**src/rtl/tff_pkg.sv**
```systemverilog
// Shared definitions for the T flip-flop counter bank.
package tff_pkg;

  // Run-time operating modes of the counter bank.
  typedef enum logic [1:0] {
    MODE_TOGGLE = 2'b00,
    MODE_UP     = 2'b01,
    MODE_DOWN   = 2'b10,
    MODE_LOAD   = 2'b11
  } mode_e;

  localparam int unsigned MAX_WIDTH = 32;

  // Largest legal modulus for a given register width.
  function automatic longint unsigned full_modulus(input int unsigned width);
    return 64'd1 << width;
  endfunction

endpackage

```
**src/rtl/tff_counter_param_if.sv**
```systemverilog
// Control/status bundle for tff_counter_param: the master drives the
// command side, the counter (slave) returns state, terminal count and wrap.
interface tff_counter_param_if
  import tff_pkg::*;
#(
  parameter int unsigned WIDTH = 4
) ();

  logic             en;
  mode_e            mode;
  logic [WIDTH-1:0] t_in;
  logic [WIDTH-1:0] d;
  logic [WIDTH-1:0] q;
  logic             tc;
  logic             wrap;

  modport master (
    output en, mode, t_in, d,
    input  q, tc, wrap
  );

  modport slave (
    input  en, mode, t_in, d,
    output q, tc, wrap
  );

endinterface

```
**src/rtl/tff_cell.sv**
```systemverilog
// Single T flip-flop with synchronous active-high reset.
module tff_cell (
  input  logic clk,
  input  logic reset_sync,
  input  logic t,
  output logic q
);

  logic q_q;
  logic q_d;

  // Toggle when t is high, otherwise hold.
  always_comb begin
    q_d = q_q ^ t;
  end

  // State register; reset wins over toggle.
  always_ff @(posedge clk) begin
    if (reset_sync) begin
      q_q <= 1'b0;
    end else begin
      q_q <= q_d;
    end
  end

  assign q = q_q;

endmodule

```
**src/rtl/tff_counter_param.sv**
```systemverilog
// WIDTH-bit toggle/up/down/load register built from T flip-flop cells.
// The next value is chosen by a mode mux and applied only through the
// per-bit T inputs (T = q ^ q_next); wrap is a registered one-cycle pulse.
module tff_counter_param
  import tff_pkg::*;
#(
  parameter int unsigned     WIDTH   = 4,
  parameter longint unsigned MODULUS = 64'd1 << WIDTH
) (
  input  logic                clk,
  input  logic                reset_sync,
  tff_counter_param_if.slave  bus
);

  if ((WIDTH < 1) || (WIDTH > MAX_WIDTH)) begin : g_bad_width
    $error("tff_counter_param: WIDTH must be 1..%0d", MAX_WIDTH);
  end
  if ((MODULUS < 2) || (MODULUS > full_modulus(WIDTH))) begin : g_bad_modulus
    $error("tff_counter_param: MODULUS must be 2..2**WIDTH");
  end

  // Terminal value of the count sequence (MODULUS-1) at register width.
  localparam logic [WIDTH-1:0] MAX_Q = WIDTH'(MODULUS - 64'd1);

  logic [WIDTH-1:0] q_q;
  logic [WIDTH-1:0] q_d;
  logic [WIDTH-1:0] t;
  logic             wrap_q;
  logic             wrap_d;

  // Next-state mux; an unknown mode falls to the default arm and holds.
  always_comb begin
    q_d    = q_q;
    wrap_d = 1'b0;
    if (bus.en) begin
      case (bus.mode)
        MODE_TOGGLE: q_d = q_q ^ bus.t_in;
        MODE_UP: begin
          if (q_q >= MAX_Q) begin
            q_d    = '0;
            wrap_d = 1'b1;
          end else begin
            q_d = q_q + WIDTH'(1);
          end
        end
        MODE_DOWN: begin
          if ((q_q == '0) || (q_q > MAX_Q)) begin
            q_d    = MAX_Q;
            wrap_d = 1'b1;
          end else begin
            q_d = q_q - WIDTH'(1);
          end
        end
        MODE_LOAD: q_d = bus.d;
        default: begin
          q_d    = q_q;
          wrap_d = 1'b0;
        end
      endcase
    end
  end

  // Per-bit toggle enables: only bits that must change get T=1.
  always_comb begin
    t = q_q ^ q_d;
  end

  for (genvar i = 0; i < WIDTH; i++) begin : g_cell
    tff_cell u_cell (
      .clk        (clk),
      .reset_sync (reset_sync),
      .t          (t[i]),
      .q          (q_q[i])
    );
  end

  // Wrap pulse register; reset clears it even on a wrapping edge.
  always_ff @(posedge clk) begin
    if (reset_sync) begin
      wrap_q <= 1'b0;
    end else begin
      wrap_q <= wrap_d;
    end
  end

  // Combinational terminal count and output drive.
  always_comb begin
    bus.tc   = bus.en & (((bus.mode == MODE_UP)   & (q_q >= MAX_Q)) |
                         ((bus.mode == MODE_DOWN) & (q_q == '0)));
    bus.q    = q_q;
    bus.wrap = wrap_q;
  end

  mode_known_a: assert property (@(posedge clk) disable iff (reset_sync)
    bus.en |-> !$isunknown(bus.mode))
    else $warning("tff_counter_param: mode is X/Z while enabled, holding q");

endmodule

```
**src/flat_wrapper.sv**
```systemverilog
// flat-port wrapper written by rule: the top's interface ports become plain ports
module tff_counter_param_flat import tff_pkg::*;
#(
  parameter int unsigned     WIDTH   = 4,
  parameter longint unsigned MODULUS = 64'd1 << WIDTH
)
  (clk, reset_sync, bus_en, bus_mode, bus_t_in, bus_d, bus_q, bus_tc, bus_wrap);
  tff_counter_param_if #(.WIDTH(WIDTH)) bus_i ();
  input  logic clk;
  input  logic reset_sync;
  input wire logic [$bits(bus_i.en)-1:0] bus_en;
  input wire logic [$bits(bus_i.mode)-1:0] bus_mode;
  input wire logic [$bits(bus_i.t_in)-1:0] bus_t_in;
  input wire logic [$bits(bus_i.d)-1:0] bus_d;
  output wire logic [$bits(bus_i.q)-1:0] bus_q;
  output wire logic [$bits(bus_i.tc)-1:0] bus_tc;
  output wire logic [$bits(bus_i.wrap)-1:0] bus_wrap;
  assign bus_i.en = bus_en;
  assign bus_i.mode = bus_mode;
  assign bus_i.t_in = bus_t_in;
  assign bus_i.d = bus_d;
  assign bus_q = bus_i.q;
  assign bus_tc = bus_i.tc;
  assign bus_wrap = bus_i.wrap;
  tff_counter_param #(.WIDTH(WIDTH), .MODULUS(MODULUS)) u_core (.clk(clk), .reset_sync(reset_sync), .bus(bus_i));
endmodule
```
**config.mk**
```make
export PLATFORM = sky130hd
export DESIGN_NAME = tff_counter_param_flat
export DESIGN_NICKNAME = d
export VERILOG_FILES = /design/src/rtl/tff_pkg.sv /design/src/rtl/tff_counter_param_if.sv /design/src/rtl/tff_cell.sv /design/src/rtl/tff_counter_param.sv /design/src/flat_wrapper.sv
export SDC_FILE = /design/constraint.sdc
export NUM_CORES = 1
export LEC_CHECK = 0
export CAP_MARGIN = 20
export CORE_AREA = 2 2 39 41
export DETAILED_ROUTE_END_ITERATION = 12
export DIE_AREA = 0 0 41 43
export GPL_TIMING_DRIVEN = 0
export HOLD_SLACK_MARGIN = 0.15
export MAX_ROUTING_LAYER = met4
export PLACE_DENSITY = 0.84
export SYNTH_ARGS = -nofsm -noshare
export SYNTH_HDL_FRONTEND = slang
export SYNTH_SLANG_ARGS = --single-unit
export TNS_END_PERCENT = 20
```
**constraint.sdc**
```tcl
create_clock -name clk -period 2 [get_ports clk]
set_input_delay 0.3 -clock clk [delete_from_list [all_inputs] [get_ports clk]]
set_output_delay 0.3 -clock clk [all_outputs]
set_load 0.02 [all_outputs]
```
==> flow_summary.yaml <==
sta:
  max_clock_freq_ghz: 0.514
  hold_viol_final: 0
  finalCriticalPeriod_ps: 1950
  timing.final.crit_share: 0.973
  final_max_slew_viol_count: 0
  skew_ps: 1.29
  setup_viol: 0
  hold_slack_ps: 374
  worstMarginPinSlew_ps: 385
  rsz0062_at_grt: "no"
  fin_ws_ps: 54.7
  max_slew_margin: 0.737
synth:
  synth-compound-area-share: 0.342
  synth-xor-area-share: 0
  synth_area_per_cell_um2: 8.11
  synthAdderAreaFrac: 0.145
  synth_seq_cells: 5
  synth_top_family_by_area: "compound AO/OA/AOI/OAI gates"
  synth_cell_types: 28
  synth_area_leaders: "dfxtp_1 (19%), ha_1 (14%), o21ai_0 (6.7%), buf_4 (5.8%), inv_1 (5.1%)"
  yosys.area_share.simple: 0.140
  ys_warn_count: 0
  synth_edf_count: 0
  yosysTopAreaCellShare: 0.193
  synth_cells: 64
  synth_top_flop_cell: "dfxtp_1"
  synth_common_cells: "inv_1 (7), o21ai_0 (7), ha_1 (6)"
  ys_seq_area_frac: 0.193
  netlist_area_um2: 519
  synth.mux.area_fraction: 0.0410
  yosys.area.top_type: "dfxtp_1"
  async_flop_share: 0
  syn-num-nets: 83
global_route:
  grt_usage: 0.181
  grt_max_degree: 11
  grt_first_pass_wirelength_um: 2190
  overflow: 0
  grt_pass1_vias: 517
  antenna_found_initial: 0
worst_hold_path:
  hold_class: "in -> reg"
pwr:
  cellLeakagePower_nw: 0.303
  comb_power_share: 0.383
  clkPwrFrac: 0.310
  ir_drop_uv: 375
  intPower_mw: 0.262
  p_sw_frac: 0.325
  p_per_area_nw_per_um2: 508
  pwr-share-seq: 0.307
  switchingPower_mw: 0.126
clock_tree:
  post_cts.repair.setup_buffers: 0
  path_clk_slew_ps: 50
  cts.sinks: 5
  cts_tree: "done"
  numCtsBuffers: 3
  cts.htree.levels: 1
  cts_root_buffer: "clkbuf_4"
  cts_buffer_depth: 2
  hold_buffers: 0
  insertion_delay_ps: 240
placed_design:
  place_ws_ps: -508
  port_buffers: 17
  dp_hpwl_um: 1020
  dpl.cell_count: 97
  globalplace.congestion: 0.826
  post_dp_cell_area_um2: 709
route:
  vias: 587
  dr.pass1.iters: 6
  viasPerCell: 5.81
  drt_iter0_drc: 16
  drt-total-wl_um: 1390
  routedWlPerCell_um: 13.7
  drc_errors: 0
  final_antenna_net_count: 0
cells_and_area:
  syn_to_final_growth_pct: 47.2
  layout.cells.non_filler: 101
  final_nets: 105
  final_layout_size_suffix_gt1_frac: 0.212
  final_cell_area_um2: 764
  diodes: 0
  final_util: 0.552
critical_path:
  crit_end: "bus_tc"
  cp-startpoint: "bus_mode[1]"
  startpoint_type: "input port"
  r2r_slack_ps: 280
  cp.required_ps: 1700
  r2r_cells: 6
  criticalPathCategory: "in -> out"
  cp.arrival_ps: 1650
  crit_fanout: 6
  end_kind: "output pin"
floorplan:
  rows: 14
  dieArea_um2: 1760
  coreArea_um2: 1380
  io_pins: 19
  die_y_um: 43
  start_util: 0.375
  die-width_um: 41
outcome:
  outcome: "finished clean"
job:
  max_cap_violations: 0
==> what timing repair did <==
action                     in CTS  in global routing
resized for setup               9                  5
setup endpoints to repair       1                  2
pin swaps                       0                  1
==> routing by layer <==
metal | part of all wire | vias to the layer above | track usage | wire (µm)
met4 | 0.033 | 0 | 0.0933 | 46
met1 | 0.41 | 269 | 0.224 | 570
li1 | - | 284 | - | -
met5 | 0 | - | - | 0
met3 | 0.070 | 6 | 0.0262 | 97
met2 | 0.48 | 28 | 0.272 | 670
==> layout by cell type, fill, tap and decap left out, drive strengths merged, types with 2 or more instances in the layout <==
master / n
clkdlybuf4s50: 15
o21ai: 7
inv: 7
ha: 6
buf: 6
dfxtp: 5
clkbuf: 5
a21oi: 4
a31oi: 3
nor2: 2
o21a: 2
a221oi: 2
nand2b: 2
nand2: 2
a41oi: 2
a2111oi: 2
==> worst min path at each step <==
stage                     cells past startpoint       start        end
after floorplan                               1  reset_sync  flip-flop
after global placement                        2   flip-flop  flip-flop
after detailed placement                      2   flip-flop  flip-flop
after CTS                                     2      bus_en  flip-flop
after global routing                          2      bus_en  flip-flop
final                                         2      bus_en  flip-flop
==> cell type report <==
class                           count  area (µm²)
Tap cell                           16        20.0
Inverter                            7        26.3
Fill cell                         129         619
Sequential cell                     5         103
Buffer                              6        46.3
Clock buffer                        4        26.3
Timing Repair Buffer               17         168
Multi-Input combinational cell     46         375
==> stage by stage <==
step           power (mW)  setup TNS (ps)
2_1_floorplan       0.204               0
3_3_place_gp        0.256            -662
3_5_place_dp        0.260            -735
4_1_cts             0.385               0
5_1_grt             0.414               0
6_report            0.389               0
==> cells by family after synthesis <==
logic type | after synthesis
simple gates | 12
fa+ha+maj | 6
compound gates | 26
flops | 5
buf+inv | 13
mux | 2
==> power by group through the flow <==
| stage | sequential (mW) | combinational (mW) | clock (mW) |
|---|---|---|---|
| global route | 0.120 | 0.162 | 0.132 |
| finish | 0.119 | 0.149 | 0.121 |
| global placement | 0.119 | 0.137 | 0 |
| CTS | 0.118 | 0.144 | 0.124 |
| detailed placement | 0.120 | 0.140 | 0 |
| floorplan | 0.117 | 0.0862 | 0 |
==> critical path: stages <==
cell,delay (ps)
clkdlybuf4s50_1,490
ha_4,220
and4bb_1,220
a41oi_2,200
nor2_1,60
buf_2,150
No activity file was read; power rests on OpenSTA's default activity.
==> patch (same flow settings) <==
`WIDTH` is set to 4 in 3 places; all go to 3.
--- a/src/rtl/tff_counter_param_if.sv
+++ b/src/rtl/tff_counter_param_if.sv
@@ -4,5 +4,5 @@
   import tff_pkg::*;
 #(
-  parameter int unsigned WIDTH = 4
+  parameter int unsigned WIDTH = 3
 ) ();
 
--- a/src/rtl/tff_counter_param.sv
+++ b/src/rtl/tff_counter_param.sv
@@ -5,5 +5,5 @@
   import tff_pkg::*;
 #(
-  parameter int unsigned     WIDTH   = 4,
+  parameter int unsigned     WIDTH   = 3,
   parameter longint unsigned MODULUS = 64'd1 << WIDTH
 ) (
--- a/src/flat_wrapper.sv
+++ b/src/flat_wrapper.sv
@@ -2,5 +2,5 @@
 module tff_counter_param_flat import tff_pkg::*;
 #(
-  parameter int unsigned     WIDTH   = 4,
+  parameter int unsigned     WIDTH   = 3,
   parameter longint unsigned MODULUS = 64'd1 << WIDTH
 )
Ports: changed (resized bus_d, bus_q and bus_t_in); port bits go from 19 to 16. The function was not compared with the original's and may differ.
==> patch against the original RTL <==
Design area is 14% lower; setup slack better by 0.13 ns; sequential cell count decreased by 1; synthesized area fell by 11%; count of clock-buffer cells in the layout fell by 1; critical path depth did not move; cell count is 11% lower; power shrank 19%; first-iteration DRC count fell by 13%; via count down 21%; clock skew decreased by 0.00069 ns; wire length decreased by 31%; largest cell class unchanged.
==> patch: results (changes against the original RTL) <==
# diodes = 0 (unchanged)
actual transition at the worst max-transition pin = 0.320 ns (was 0.385 ns)
Layout Skew = 0.000605 ns (was 0.00129 ns)
register area share after synthesis = 17.3% (was 19.3%)
Layout Nets = 95 (was 105)
switching share of total power = 30.1% (was 32.5%)
syn nets = 75 (was 83)
ys async rst share = 0% (unchanged)
Detailed Place HPWL = 800 um (was 1020 um)
Initial Utilization = 33.5% (was 37.5%)
number of global-route vias before repair = 374 (was 517)
Total GRT Usage = 12.7% (was 18.1%)
CP delay by family, top = buffers and inverters (unchanged)
syn_area_per_cell = 8.27 um2 (was 8.11 um2)
Post-Place Cell Area = 633 um2 (was 709 um2)
RD Place Congestion = 0.937 (was 0.826)
Top FF cell, synth = dfxtp_1 (unchanged)
Post-CTS Hold Buffers = 0 (unchanged)
post-synthesis xor/xnor area fraction = 3.78% (was 0%)
post-CTS setup buffers = 0 (unchanged)
first-pass GRT wire length = 1520 um (was 2190 um)
count of yosys warnings during synthesis = 0 (unchanged)
Port Buffers = 15 (was 17)
worst hold path type = reg -> reg (was in -> reg)
Clock Path Buffers = 2 (unchanged)
VDD IR max = 0.299 mV (was 0.375 mV)
share of cells above drive strength 1 = 17.6% (was 21.2%)
1st-iter DRT viols = 14 (was 16)
Root Buffer Master = clkbuf_4 (unchanged)
arrival time worst endpoint = 1.52 ns (was 1.65 ns)
CP peak stage delay = 0.45 ns (was 0.49 ns)
Yosys cell types = 27 (was 28)
Clock Latency Late Sink = 0.23 ns
total number of vias = 461 (was 587)
leakage = 0.288 nW (was 0.303 nW)
total CTS buffers = 3 (unchanged)
filler cell count = 133 (was 129)
vias per inst = 5.12 (was 5.81)
Commonest cells post-synth = ha_1, nand2_1, inv_1 (was inv_1, o21ai_0, ha_1, dfxtp_1)
fraction of synthesized area in multiplexers = 2.16% (was 4.10%)
largest net degree at the start of global routing = 10 (was 11)
DP Cell Count = 87 (was 97)
Synth Area in Adders = 21.6% (was 14.5%)
CP Max Fanout = 4 (was 6)
initial antenna violation count = 0 (unchanged)
largest cells by area after synthesis = ha_1, dfxtp_1, buf_4, nand2_1, a21oi_1 (was dfxtp_1, ha_1, o21ai_0, buf_4, inv_1)
outcome = finished, final reports clean (unchanged)
wire per inst = 10.6 um (was 13.7 um)
Crit-path slowest cell = clkdlybuf4s50_1 (unchanged)
Compound-Gate Fraction of Synth Area = 25.4% (was 34.2%)
H-tree levels = 1 (unchanged)
TritonRoute pass-1 iters = 4 (was 6)
Reg clk slew, reported paths = 0.04 ns
patch: power by group through the flow:
stage	registers (mW)	logic (mW)	clock network, mW
finish	0.0972	0.117	0.0995
global route	0.0980	0.128	0.105
CTS	0.0962	0.118	0.103
detailed placement	0.0975	0.118	0
global placement	0.0970	0.115	0
floorplan	0.0948	0.0720	0
patch: layout make-up:
| class | instances | area share [%] |
|---|---|---|
| plain buffers | 3 | 3.44 |
| well taps | 16 | 3.06 |
| repair buffers | 15 | 22.2 |
| flip-flops and latches | 4 | 12.4 |
| multi-input cells | 44 | 52.6 |
| clock buffers | 3 | 3.44 |
| inverters | 5 | 2.87 |
patch: metal layers:
layer / GRT usage (%) / share of wire [%] / wire (um) / vias to the layer above
met5: - / 0 / 0 / -
met4: 4.00 / 0 / 0 / 0
met3: 3.14 / 5.5 / 53 / 0
met2: 18.4 / 49 / 471 / 22
met1: 17.0 / 45 / 432 / 204
li1: - / - / - / 235
patch: per-stage QoR:
stage	setup slack (ns)	setup TNS [ns]	util (%)
after floorplan	0.352	0	-
after global placement	-0.298	-0.335	45.8
after detailed placement	-0.308	-0.395	45.8
after CTS	0.00433	0	47.5
after global routing	0.0950	0	47.3
final	0.184	0	47.3
patch: final timing paths:
check | cells past startpoint | from | slack [ns] | endpoint
worst max-delay path | 6 | bus_mode[1] | 0.18 | bus_tc
worst min-delay path | 1 | flip-flop | 0.55 | flip-flop
worst max register to register | 5 | flip-flop | 0.28 | flip-flop
worst min register to register | 1 | flip-flop | 0.55 | flip-flop
patch: what timing repair did:
action	in CTS	in global routing
gates cloned	0	0
gates resized for setup	3	4
endpoints found under the setup margin	1	1
